**config.mk**
```make
export PLATFORM = sky130hd
export DESIGN_NAME = stream_demux15
export DESIGN_NICKNAME = d
export VERILOG_FILES = /design/src/rtl/stream_demux15.sv
export SDC_FILE = /design/constraint.sdc
export NUM_CORES = 1
export LEC_CHECK = 0
export CORE_MARGIN = 2
export CORE_UTILIZATION = 37
export DETAILED_ROUTE_END_ITERATION = 12
export PLACE_DENSITY = 0.87
export REMOVE_ABC_BUFFERS = 1
export SLEW_MARGIN = 20
export SYNTH_ARGS = -nofsm -noshare
export SYNTH_HDL_FRONTEND = slang
export SYNTH_SLANG_ARGS = --single-unit
export TNS_END_PERCENT = 100
```
**constraint.sdc**
```tcl
create_clock -name clk -period 2.78 [get_ports clk]
set_input_delay 0.834 -clock clk [delete_from_list [all_inputs] [get_ports clk]]
set_output_delay 0.834 -clock clk [all_outputs]
set_load 0.05 [all_outputs]
```
**src/rtl/stream_demux15.sv**
```systemverilog
// stream_demux15: single-register 1-to-5 stream demultiplexer.
// A 3-bit select code is decoded at acceptance into a destination index 0..4.
// The beat is presented on the shared out_data with a one-hot out_valid.
// Optional feature macro: STREAM_DEMUX15_CNT_EN
// - Defined: five 16-bit wrapping per-destination transfer counters on xfer_cnt.
// - Undefined: xfer_cnt is tied to zero and no counter flops exist.
module stream_demux15 #(
    parameter int WIDTH = 32
) (
    input  logic             clk,
    input  logic             rst_n,
    input  logic             in_valid,
    output logic             in_ready,
    input  logic [WIDTH-1:0] in_data,
    input  logic [2:0]       in_sel,
    output logic [WIDTH-1:0] out_data,
    output logic [4:0]       out_valid,
    input  logic [4:0]       out_ready,
    output logic [79:0]      xfer_cnt
);

    logic             full_q, full_d;
    logic [WIDTH-1:0] data_q, data_d;
    logic [2:0]       dest_q, dest_d;
    logic [2:0]       sel_dest;
    logic             out_fire;
    logic             in_fire;

    // One-hot valid: only the stored destination can see a valid beat.
    genvar gi;
    generate
        for (gi = 0; gi < 5; gi++) begin : g_valid
            assign out_valid[gi] = full_q && (dest_q == 3'(gi));
        end
    endgenerate

    // out_valid already masks out the non-selected ready bits.
    assign out_fire = |(out_valid & out_ready);
    assign in_ready = !full_q || out_fire;
    assign in_fire  = in_valid && in_ready;
    assign out_data = data_q;

    // Decode the raw select code into a destination index; only the index is stored.
    always_comb begin
        sel_dest = 3'd4;
        casez (in_sel)
            3'b000:  sel_dest = 3'd0;
            3'b001:  sel_dest = 3'd1;
            3'b01?:  sel_dest = 3'd2;
            3'b10?:  sel_dest = 3'd3;
            default: sel_dest = 3'd4;
        endcase
    end

    // Next-state of the output register: load on in-fire, drain on out-fire only.
    always_comb begin
        full_d = full_q;
        data_d = data_q;
        dest_d = dest_q;
        if (in_fire) begin
            full_d = 1'b1;
            data_d = in_data;
            dest_d = sel_dest;
        end else if (out_fire) begin
            full_d = 1'b0;
        end
    end

    // Output register with asynchronous clear; a held beat is simply dropped.
    always_ff @(posedge clk or negedge rst_n) begin
        if (!rst_n) begin
            full_q <= 1'b0;
            data_q <= '0;
            dest_q <= 3'd0;
        end else begin
            full_q <= full_d;
            data_q <= data_d;
            dest_q <= dest_d;
        end
    end

`ifdef STREAM_DEMUX15_CNT_EN
    generate
        for (gi = 0; gi < 5; gi++) begin : g_cnt
            logic [15:0] cnt_q, cnt_d;

            // Count completed transfers to this destination, wrapping at 16 bits.
            always_comb begin
                cnt_d = cnt_q;
                if (out_fire && (dest_q == 3'(gi))) begin
                    cnt_d = cnt_q + 16'd1;
                end
            end

            // Counter flop, cleared with the rest of the state.
            always_ff @(posedge clk or negedge rst_n) begin
                if (!rst_n) begin
                    cnt_q <= 16'd0;
                end else begin
                    cnt_q <= cnt_d;
                end
            end

            assign xfer_cnt[16*gi +: 16] = cnt_q;
        end
    endgenerate
`else
    assign xfer_cnt = '0;
`endif

endmodule
```
# == After elaboration in Yosys (flattened, before gate mapping) ==
# Index checks and enable logic that the tools add are counted.
# word_totals
reg_bits,36
input_bits,43
out_inout_bits,118
# classes
eq_ne,7
muxes,3
n_bitwise,1
reduce_logical,12
# ops
op,count
$pmux W3 S4,1
$eq A3 B1 Y1 const B,2
$eq A3 B2 Y1 const B,2
$logic_and A1 B1 Y1,6
$logic_not A3 Y1,2
$and A5 B5 Y5,1
$reduce_or A5 Y1,1
$eq A3 B3 Y1 const B,1
$eq A2 B1 Y1 const B,1
$eq A2 B2 Y1 const B,1
$mux W1,2
$reduce_bool A2 Y1,1
$logic_not A1 Y1,1
$logic_or A1 B1 Y1,1

# == Depth between registers and ports, before layout ==
# Gate-level depths: netlist (run 1).
# logic_depth
depth_word,7
ltp_mapped,6
depth_no_buf,4

# == Worst setup path after synthesis (run 1) ==
# Ideal clock, no wire load.
# synth_timing
path_type,register -> output
startpoint,register dest_q[2]
endpoint,output out_valid[2]
t_arrival_ns,1.762
required_time_ns,1.946
setup_slack_ns,0.184
path_stages_with_launch,3
cell_sequence,dfrtp_1 -> nand2b_1 -> nor3b_1
# synth_between
elab_chain_len,2
# synth_lines
element,line_no,rtl
from (decl),24,"logic [2:0] dest_q, dest_d;"
from (signal assigned),78,dest_q <= dest_d;
$eq A3 B2 Y1,33,assign out_valid[gi] = full_q && (dest_q == 3'(gi));
$logic_and A1 B1 Y1,33,
to (decl),17,"output logic [4:0] out_valid,"
# No other way between the ends.

# == Worst setup path after layout (run 1) ==
# layout_timing
startpoint,input out_ready[4]
endpoint,output in_ready
# layout_between
elab_chain_len,3
# layout_lines
element,line_no,rtl
from (decl),18,"input logic [4:0] out_ready,"
$and A5 B5 Y5,38,assign out_fire = |(out_valid & out_ready);
$reduce_or A5 Y1,38,
$logic_or A1 B1 Y1,39,assign in_ready = !full_q || out_fire;
to (decl),13,"output logic in_ready,"
# No other way between the ends.

==> results of run 1 <==
-- cell type report --
cell class / count / area share
inverters: 2 / 0.002646
repair buffers: 88 / 0.3095
multi-input cells: 141 / 0.3086
clock inverters: 1 / 0.003086
well taps: 72 / 0.03175
clock buffers: 7 / 0.02690
flip-flops and latches: 36 / 0.3175
-- routing by layer --
| layer | part of all wire | routed length [µm] | global-route usage |
|---|---|---|---|
| met5 | 0 | 0 | 0 |
| met4 | 0.013 | 53 | 0.04068 |
| met3 | 0.11 | 447 | 0.04864 |
| met2 | 0.53 | 2102 | 0.2336 |
| met1 | 0.35 | 1386 | 0.1297 |
-- flip-flops by register name, summed over array words and instances, names as in the netlist --
| signal | flops |
|---|---|
| dest_q | 3 |
| out_data | 32 |
| full_q | 1 |
-- power by group through the flow --
stage | clock network (W) | registers, W | logic, W
5_1_grt | 0.000405 | 0.00100 | 0.00265
6_report | 0.000360 | 0.000965 | 0.00254
3_3_place_gp | 0 | 0.000952 | 0.00246
4_1_cts | 0.000381 | 0.000971 | 0.00255
2_1_floorplan | 0 | 0.00180 | 0.000831
3_5_place_dp | 0 | 0.000978 | 0.00248
-- cell families after synthesis --
group / Yosys count / share of synthesized area
AOI/OAI and AO/OA: 10 / 0.04118
muxes: 34 / 0.1788
and+or+nand+nor: 16 / 0.04353
adders and majority gates: 1 / 0.005881
DFF: 36 / 0.4235
buffers and inverters: 86 / 0.3053
other: 1 / 0.001763
-- worst min path at each step --
stage                             from      endpoint  slack [ns]  cells after the start
after floorplan                  rst_n     dest_q[0]        0.54                      0
after global placement    out_data[12]  out_data[12]        0.47                      1
after detailed placement  out_data[28]  out_data[28]        0.48                      1
after CTS                 out_data[28]  out_data[28]        0.50                      1
after global routing       out_data[6]   out_data[6]        0.51                      1
final                     out_data[28]  out_data[28]        0.49                      1
-- through the flow --
| stage | total power, W | util | hold WS [ns] | TNS [ns] |
|---|---|---|---|---|
| 2_1_floorplan | 0.002628 | - | 0.5384 | 0 |
| 3_3_place_gp | 0.003414 | 0.4883 | 0.4726 | -0.1138 |
| 3_5_place_dp | 0.003462 | 0.4883 | 0.4800 | -0.1496 |
| 4_1_cts | 0.003898 | 0.5090 | 0.4964 | 0 |
| 5_1_grt | 0.004055 | 0.5122 | 0.5083 | 0 |
| 6_report | 0.003860 | 0.5122 | 0.4920 | 0 |
-- cell usage in the layout (no fill, tap or decap) --
cell             instances
o22ai_2                  1
clkinv_4                 1
mux2i_1                  2
nand2b_1                 4
conb_1                  80
nand2_1                  3
and4b_1                  1
mux2_2                   1
or3_1                    1
nor3_1                   1
o31ai_1                  1
a32o_1                   1
clkdlybuf4s50_1         71
buf_4                    8
clkbuf_8                 5
clkbuf_1                 2
nor3b_1                  2
nor2_1                   2
dlygate4sd2_1            2
a2bb2oi_1                1
o21ai_0                  1
o21ai_4                  1
buf_12                   1
mux2_1                  31
dlymetal6s2s_1           4
or2_1                    1
dfrtp_1                 36
o21ai_1                  2
a31o_2                   1
ha_1                     1
buf_2                    1
buf_8                    1
or2_4                    1
o21ai_2                  1
inv_1                    2
-- what timing repair did --
item,in CTS,in global routing
resized for setup,5,4
setup endpoints to repair,1,3
buffers inserted,3,1
pin swaps,2,2
cloned,0,0
-- critical path: stages --
cell             delay (ns)
clkdlybuf4s50_1        0.40
nand2b_1               0.09
o21ai_2                0.07
or2_4                  0.27
buf_8                  0.15
==> metrics.md, run 1 <==
| Metric | Value |
|---|---|
| Synth warnings | 0 |
| Clk slew on worst S/H paths | 0.07 ns |
| Tmin final | 2.654 ns |
| Total grt overflow | 0 |
| Full die area | 0.006371 mm² |
| Placed inst area | roughly 0.0027 mm² |
| Routed wire length | 3.989 mm |
| Max Fclk | 376.8 MHz |
| Pin count of the biggest net entering global routing | 37 |
| Dpl cells | 335 |
| FF-to-FF End | out_data[0] |
| Clock Power Share | 0.093 |
| Net Sw Frac | 0.5161 |
| Synth top area share | 0.4235 |
| Root Driver | clkbuf_8 |
| Hold WC Path Type | register to register |
| # H-tree levels | 2 |
| Initial Util | 0.3839 |
| RSZ-0062 raised after global routing | false |
| Initial antenna violation count | 0 |
| Share of cells above drive strength 1 | 0.08364 |
| Final std cells w/o fill | 347 |
| RePlAce Congestion | 0.6938 |
| CP endpoint | in_ready |
| Fin. max-slew vios | 0 |
| Placement Setup Slack | -0.1496 ns |
| Critical Path Fanout Max | 2 |
| Clk buf depth | 2 |
| Leakage | 1.365 nW |
| Final setup viols | 0 |
| Post-detailed-route wirelength per cell | approximately 11 µm |
| Worst R2R Setup Slack | between 0.6 and 0.7 ns |
| Top FF cell, synth | dfrtp_1 |
| Register area | 900.9 µm² |
| First-pass DRT Iterations | 4 |
| Synth Register Bits | 36 |
| P&R area growth vs syn | 33.41% |
| Final period util | 0.9546 |
| Slew @ Worst Pin | slightly above 0.8 ns |
| Critical path endpoint category | primary output |
| Sequential fraction of design power | 0.250 |
| Drt drc | 0 |
| Fraction of registers with async set/reset | 1.000 |
| DPL Wire Length | approximately 3 mm |
| Iter 0 DRT Violations | 16 |
| Post-synth top cells | 81 x buf_4, 36 x dfrtp_1, 31 x mux2_1 |
| Crit. Startpoint | out_ready[4] |
| Die Width | 79.82 µm |
| Multi-input gate area | 875.8 µm² |
| Worst EP arrival | 1.82 ns |
| Std-Cell Rows | 27 |
| Largest cells by area after synthesis | dfrtp_1 42%, buf_4 29%, mux2_1 16% |
| Sw Pwr | around 0.002 W |
| Max Cap Viol | 0 |
| Clk_lat worst skew | approximately 0.28 ns |
| CTS Buf Count | 5 |
| Total GRT Usage | 0.1261 |
| Count leader, synth | buf_4 |
| Status | completed |
| PwrDens | 1360 mW/mm² |
| Maximum vdd drop | approximately 0.00065 V |
| EDFF count, synth | 0 |
| Reg2reg start | dest_q[0] |
| Fillers | 521 |
| Number of port buffers | 80 |
| Syn Inst Count | 184 |
| Cell taking the most area after synthesis | dfrtp_1 |
| Netlist cell types | 27 |
| CP Class | input port to primary output |
| Vert. Die Dim | 79.82 µm |
| Vias in the first global route | 1361 |
| Post-CTS Hold Fix Bufs | 0 |
| Logic pwr share | 0.657 |
| Final nets | about 320 |
| Final instance area | 0.002838 mm² |
| Clock sinks | 36 |
| R2R depth | 8 |
| Synthesized area | 0.002127 mm² |
| Hold Fails Final Rpt | 0 |
| Setup slack after layout | 0.1261 ns |
| ANT nets after route | 0 |
| Relative slew slack | 0.4601 |
| Internal power | 0.001868 W |
| Global-route wire length before repair | 6.189 mm |
| Crit path required time | 1.95 ns |
| Synth Area per Inst | approximately 12 µm² |
| Core Footprint | 0.005540 mm² |
| Ports | between 150 and 200 |
| Post-synthesis sequential area ratio | 0.4235 |
| Via count | 1379 |
| Clk_skew | 0.01059 ns |
| DR vias/cell | 3.974 |
| TritonCTS clock tree | yes |
| ANT cells | 0 |
| CP startpoint kind | input port |
Power figures use the tool's default switching activity.
==> run 2, diff against run 1 <==
--- a/config.mk
+++ b/config.mk
@@ -5,10 +5,11 @@
 export SDC_FILE = /design/constraint.sdc
 export NUM_CORES = 1
 export LEC_CHECK = 0
-export CORE_MARGIN = 2
-export CORE_UTILIZATION = 37
+export CORE_MARGIN = 5
+export CORE_UTILIZATION = 55
 export DETAILED_ROUTE_END_ITERATION = 12
-export PLACE_DENSITY = 0.87
+export DONT_BUFFER_PORTS = 1
+export PLACE_DENSITY = 0.7
 export REMOVE_ABC_BUFFERS = 1
 export SLEW_MARGIN = 20
 export SYNTH_ARGS = -nofsm -noshare
==> metrics.md, run 2 (synthesized netlist as in run 1, its figures left out) <==
| Metric | Value |
|---|---|
| Final instance area | 0.001991 mm² (-30%) |
| Global-route wire length before repair | 5.940 mm (-4.0%) |
| Pin count of the biggest net entering global routing | 37 (unchanged) |
| Post-detailed-route wirelength per cell | 16.76 µm (+46%) |
| Worst R2R Setup Slack | 0.86 ns (+0.25 ns) |
| Number of port buffers | 0 (-100%) |
| Worst EP arrival | 1.74 ns (-0.08 ns) |
| Tmin final | 2.577 ns (-0.07677 ns) |
| Clk buf depth | 2 (unchanged) |
| CTS Buf Count | 5 (unchanged) |
| First-pass DRT Iterations | 2 (-2) |
| Setup_tns | 0 ns (unchanged) |
| Placed inst area | 0.001897 mm² (-30%) |
| Final setup viols | 0 (unchanged) |
| Clk slew on worst S/H paths | 0.07 ns (about the same) |
| Std-Cell Rows | 22 (-19%) |
| DPL Wire Length | 3.327 mm (+9.0%) |
| Fin. max-slew vios | 0 (unchanged) |
| Share of cells above drive strength 1 | 0.1088 (+0.02517) |
| Commonest non-fill, non-tap cells in the layout | 80 x conb_1, 36 x dfrtp_1, 31 x mux2_1, 6 x clkbuf_8, 6 x buf_4 |
| RePlAce Congestion | 0.8621 (+24%) |
| Most common cell after layout, fill and taps aside | conb_1 |
| Iter 0 DRT Violations | 21 (+5) |
| Total GRT Usage | 0.1480 (+0.02190) |
| FF-to-FF End | out_data[3] |
| Hold Fails Final Rpt | 0 (unchanged) |
| Crit path required time | 1.95 ns (about the same) |
| CP startpoint kind | register |
| Status | completed |
| Critical path endpoint category | primary output |
| Clk_lat worst skew | 0.28 ns (about the same) |
| Post-CTS Hold Fix Bufs | 0 (unchanged) |
| Max Fclk | 388.0 MHz (+3.0%) |
| TritonCTS clock tree | yes |
| Die Width | 72.19 µm (-9.6%) |
| Relative slew slack | 0.6559 (+0.1959) |
| Clk_skew | 0.005756 ns (-0.004832 ns) |
| Slew @ Worst Pin | 0.5157 ns (-0.2942 ns) |
| Initial Util | 0.5724 (+0.1885) |
| Core Footprint | 0.003716 mm² (-33%) |
| PwrDens | 1618 mW/mm² (+19%) |
| Root Driver | clkbuf_8 |
| Initial antenna violation count | 0 (unchanged) |
| Vert. Die Dim | 72.19 µm (-9.6%) |
| Via count | 1062 (-23%) |
| Ports | 161 (unchanged) |
| Max FFs per register | 32 (unchanged) |
| CP Class | register to primary output |
| ANT nets after route | 0 (unchanged) |
| P&R area growth vs syn | -6.412% |
| R2R depth | 5 (-3) |
| DR vias/cell | 4.407 (+11%) |
| RSZ-0062 raised after global routing | false |
| Final Total Pwr | 0.003222 W (-17%) |
| Final nets | 236 (-26%) |
| Full die area | 0.005211 mm² (-18%) |
| Drt drc | 0 (unchanged) |
| Hold WC Path Type | input port to async pin |
| ANT cells | 0 (unchanged) |
| Total grt overflow | 0 (unchanged) |
| Clock sinks | 36 (unchanged) |
| Worst Hold Slack | 0.2382 ns (-0.2538 ns) |
| Post-CTS sizing | 0 (-5) |
| Critical Path Fanout Max | 9 (+7) |
| Reg2reg start | dest_q[0] |
| # H-tree levels | 2 (unchanged) |
| Final period util | 0.9270 (-0.02762) |
| Maximum vdd drop | 0.0007414 V (+14%) |
| Postcts setup bufs | 0 (-3) |
| Routed wire length | 4.039 mm (+1.3%) |
| Max Cap Viol | 0 (unchanged) |
| Vias in the first global route | 1140 (-16%) |
| Leakage | 0.9854 nW (-28%) |
-- run 2: cell count changes in the layout (fill, tap and decap cells not counted), sizes merged --
cell,before,now
buf,11,6
dlygate4sd2,2,0
clkdlybuf4s50,71,0
clkinvlp,0,1
dlymetal6s2s,4,0
clkinv,1,0
-- run 2: report_power, final --
group | internal, W | total [W] | switching (W)
combinational | 0.000332 | 0.000977 | 0.000645
sequential | 0.000778 | 0.00186 | 0.00109
clock | 0.000201 | 0.000381 | 0.000179
-- run 2: critical path: stages (launching register included) --
cell	delay, ns
dfrtp_1	0.53
mux2i_1	0.31
o22ai_2	0.17
or2_2	0.45
-- run 2: final cells by class --
type / instances / area, µm²
Clock buffer: 7 / 86.33
Clock inverter: 1 / 7.507
Fill cell: 314 / 1725
Inverter: 2 / 7.507
Multi-Input combinational cell: 141 / 883.3
Sequential cell: 36 / 900.9
Tap cell: 48 / 60.06
Timing Repair Buffer: 6 / 45.04
-- run 2: stage by stage --
step,instances,utilization,worst slack (ns)
after floorplan,179,-,0.1843
after global placement,233,0.5104,0.3466
after detailed placement,233,0.5104,0.2845
after CTS,241,0.5357,0.1972
after global routing,241,0.5357,0.1148
final,241,0.5357,0.2029
-- run 2: worst max path at each step --
stage / startpoint / end / depth (start not counted)
floorplan: dest_q[2] / out_valid[2] / 2
global placement: out_ready[3] / in_ready / 3
detailed placement: out_ready[3] / in_ready / 3
CTS: dest_q[0] / in_ready / 3
global route: dest_q[0] / in_ready / 3
finish: dest_q[0] / in_ready / 3
-- run 2: layer usage --
layer,part of all wire,global-route usage
met4,0.012,0.05219
met1,0.30,0.1506
met5,0,0
met3,0.15,0.06787
met2,0.53,0.2649
==> run 3, diff against run 2 <==
--- a/config.mk
+++ b/config.mk
@@ -6,10 +6,9 @@
 export NUM_CORES = 1
 export LEC_CHECK = 0
 export CORE_MARGIN = 5
-export CORE_UTILIZATION = 55
+export CORE_UTILIZATION = 45
 export DETAILED_ROUTE_END_ITERATION = 12
 export DONT_BUFFER_PORTS = 1
-export PLACE_DENSITY = 0.7
 export REMOVE_ABC_BUFFERS = 1
 export SLEW_MARGIN = 20
 export SYNTH_ARGS = -nofsm -noshare
==> metrics.md, run 3 (synthesized netlist as in run 1, its figures left out) <==
| Metric | Value |
|---|---|
| Max FFs per register | 32 (unchanged) |
| ANT nets after route | 0 (unchanged) |
| Setup_tns | 0 ns (unchanged) |
| Maximum vdd drop | 0.0005728 V (-23%) |
| Core Footprint | 0.004661 mm² (+25%) |
| Pin count of the biggest net entering global routing | 37 (unchanged) |
| DR vias/cell | 4.239 (-3.8%) |
| Total grt overflow | 0 (unchanged) |
| Clock sinks | 36 (unchanged) |
| Total GRT Usage | 0.1102 (-0.03787) |
| Drt drc | 0 (unchanged) |
| DPL Wire Length | 2.821 mm (-15%) |
| Vias in the first global route | 1063 (-6.8%) |
| Post-CTS sizing | 0 (unchanged) |
| Final nets | 236 (unchanged) |
| Leakage | 0.9950 nW (+0.98%) |
| Root Driver | clkbuf_8 |
| Crit. Startpoint | dest_q[0] |
| TritonCTS clock tree | yes |
| Relative slew slack | 0.6629 (+0.006939) |
| ANT cells | 0 (unchanged) |
| Hold WC Path Type | input port to async pin |
| Clk_skew | 0.003208 ns (-0.002547 ns) |
| Slew @ Worst Pin | 0.5053 ns (-0.01040 ns) |
| Iter 0 DRT Violations | 28 (+33%) |
| Final Total Pwr | 0.003268 W (+1.4%) |
| Clk slew on worst S/H paths | 0.08 ns (about the same) |
| Vert. Die Dim | 78.75 µm (+9.1%) |
| Hold Fails Final Rpt | 0 (unchanged) |
| Most common cell after layout, fill and taps aside | conb_1 |
| Commonest non-fill, non-tap cells in the layout | 80 x conb_1, 36 x dfrtp_1, 31 x mux2_1, 6 x buf_4, 5 x clkbuf_8 |
| Full die area | 0.006202 mm² (+19%) |
| CP startpoint kind | register |
| Crit path required time | 1.95 ns (about the same) |
| Post-detailed-route wirelength per cell | 14.50 µm (-13%) |
| Clk buf depth | 2 (unchanged) |
| Post-CTS Hold Fix Bufs | 0 (unchanged) |
| P&R area growth vs syn | -5.235% |
| RSZ-0062 raised after global routing | false |
| RePlAce Congestion | 0.7298 (-15%) |
| Status | completed |
| First-pass DRT Iterations | 4 (+2) |
| CTS Buf Count | 5 (unchanged) |
| Critical path endpoint category | primary output |
| Global-route wire length before repair | 5.299 mm (-11%) |
| Initial antenna violation count | 0 (unchanged) |
| Fin. max-slew vios | 0 (unchanged) |
| Number of port buffers | 0 (unchanged) |
| Die Width | 78.75 µm (+9.1%) |
| Ports | 161 (unchanged) |
| Initial Util | 0.4564 (-0.1160) |
| Max Cap Viol | 0 (unchanged) |
| Reg2reg start | dest_q[0] |
| Tmin final | 2.547 ns (-0.03018 ns) |
| Final setup viols | 0 (unchanged) |
| Final period util | 0.9162 (-0.01086) |
| Worst EP arrival | 1.71 ns (-0.03 ns) |
| PwrDens | 1621 mW/mm² (+0.18%) |
| Critical Path Fanout Max | 9 (unchanged) |
| Share of cells above drive strength 1 | 0.1140 (+0.005181) |
| CP Class | register to primary output |
| Routed wire length | 3.582 mm (-11%) |
| Std-Cell Rows | 25 (+14%) |
| Postcts setup bufs | 0 (unchanged) |
| # H-tree levels | 2 (unchanged) |
| Via count | 1047 (-1.4%) |
| Clk_lat worst skew | 0.28 ns (about the same) |
| Max Fclk | 392.6 MHz (+1.2%) |
run 3: changes by cell type in the layout (fill, tap and decap cells not counted), sizes merged:
cell    previous run  this run
bufinv             0         1
clkinv             0         1
clkbuf             7         5
run 3: power by group:
group          internal [W]  total (W)  switching [W]
registers          0.000778    0.00186        0.00108
logic              0.000331   0.000955       0.000624
clock network      0.000265   0.000458       0.000192
run 3: layout make-up:
class | count | area (µm²)
Sequential cell | 36 | 900.9
Clock buffer | 5 | 68.82
Inverter | 2 | 7.507
Tap cell | 54 | 67.56
Timing Repair Buffer | 6 | 45.04
Clock inverter | 3 | 42.54
Multi-Input combinational cell | 141 | 883.3
Fill cell | 438 | 2645
run 3: worst max-delay path, stage by stage, from the launching register on:
cell     delay, ns
dfrtp_1       0.53
mux2i_1       0.30
o22ai_2       0.16
or2_2         0.45
run 3: final timing paths:
check,to,slack [ns],depth (start not counted)
max,in_ready,0.23,3
min reg2reg,dest_q[2],0.68,1
min in group clk,full_q,0.67,1
max in group asynchronous,out_data[11],2.46,0
min,out_data[19],0.24,0
max reg2reg,out_data[15],0.90,5
run 3: stage by stage:
stage / setup WS (ns) / instance area (µm²) / hold WS (ns) / std cells / util
6_report: 0.2331 / 2016 / 0.2364 / 247 / 0.4325
5_1_grt: 0.1246 / 2016 / 0.2063 / 247 / 0.4325
4_1_cts: 0.2041 / 2016 / 0.2170 / 247 / 0.4325
3_5_place_dp: 0.3099 / 1904 / 0.5392 / 239 / 0.4086
3_3_place_gp: 0.3198 / 1904 / 0.5392 / 239 / 0.4086
2_1_floorplan: 0.1843 / 1782 / 0.5384 / 179 / -
run 3: metal layers:
layer / GRT usage / vias up / share of wire
met5: 0 / - / 0
met4: 0.04196 / 0 / 0.0095
met3: 0.06122 / 4 / 0.14
met2: 0.1851 / 82 / 0.51
li1: - / 465 / -
met1: 0.1146 / 496 / 0.33
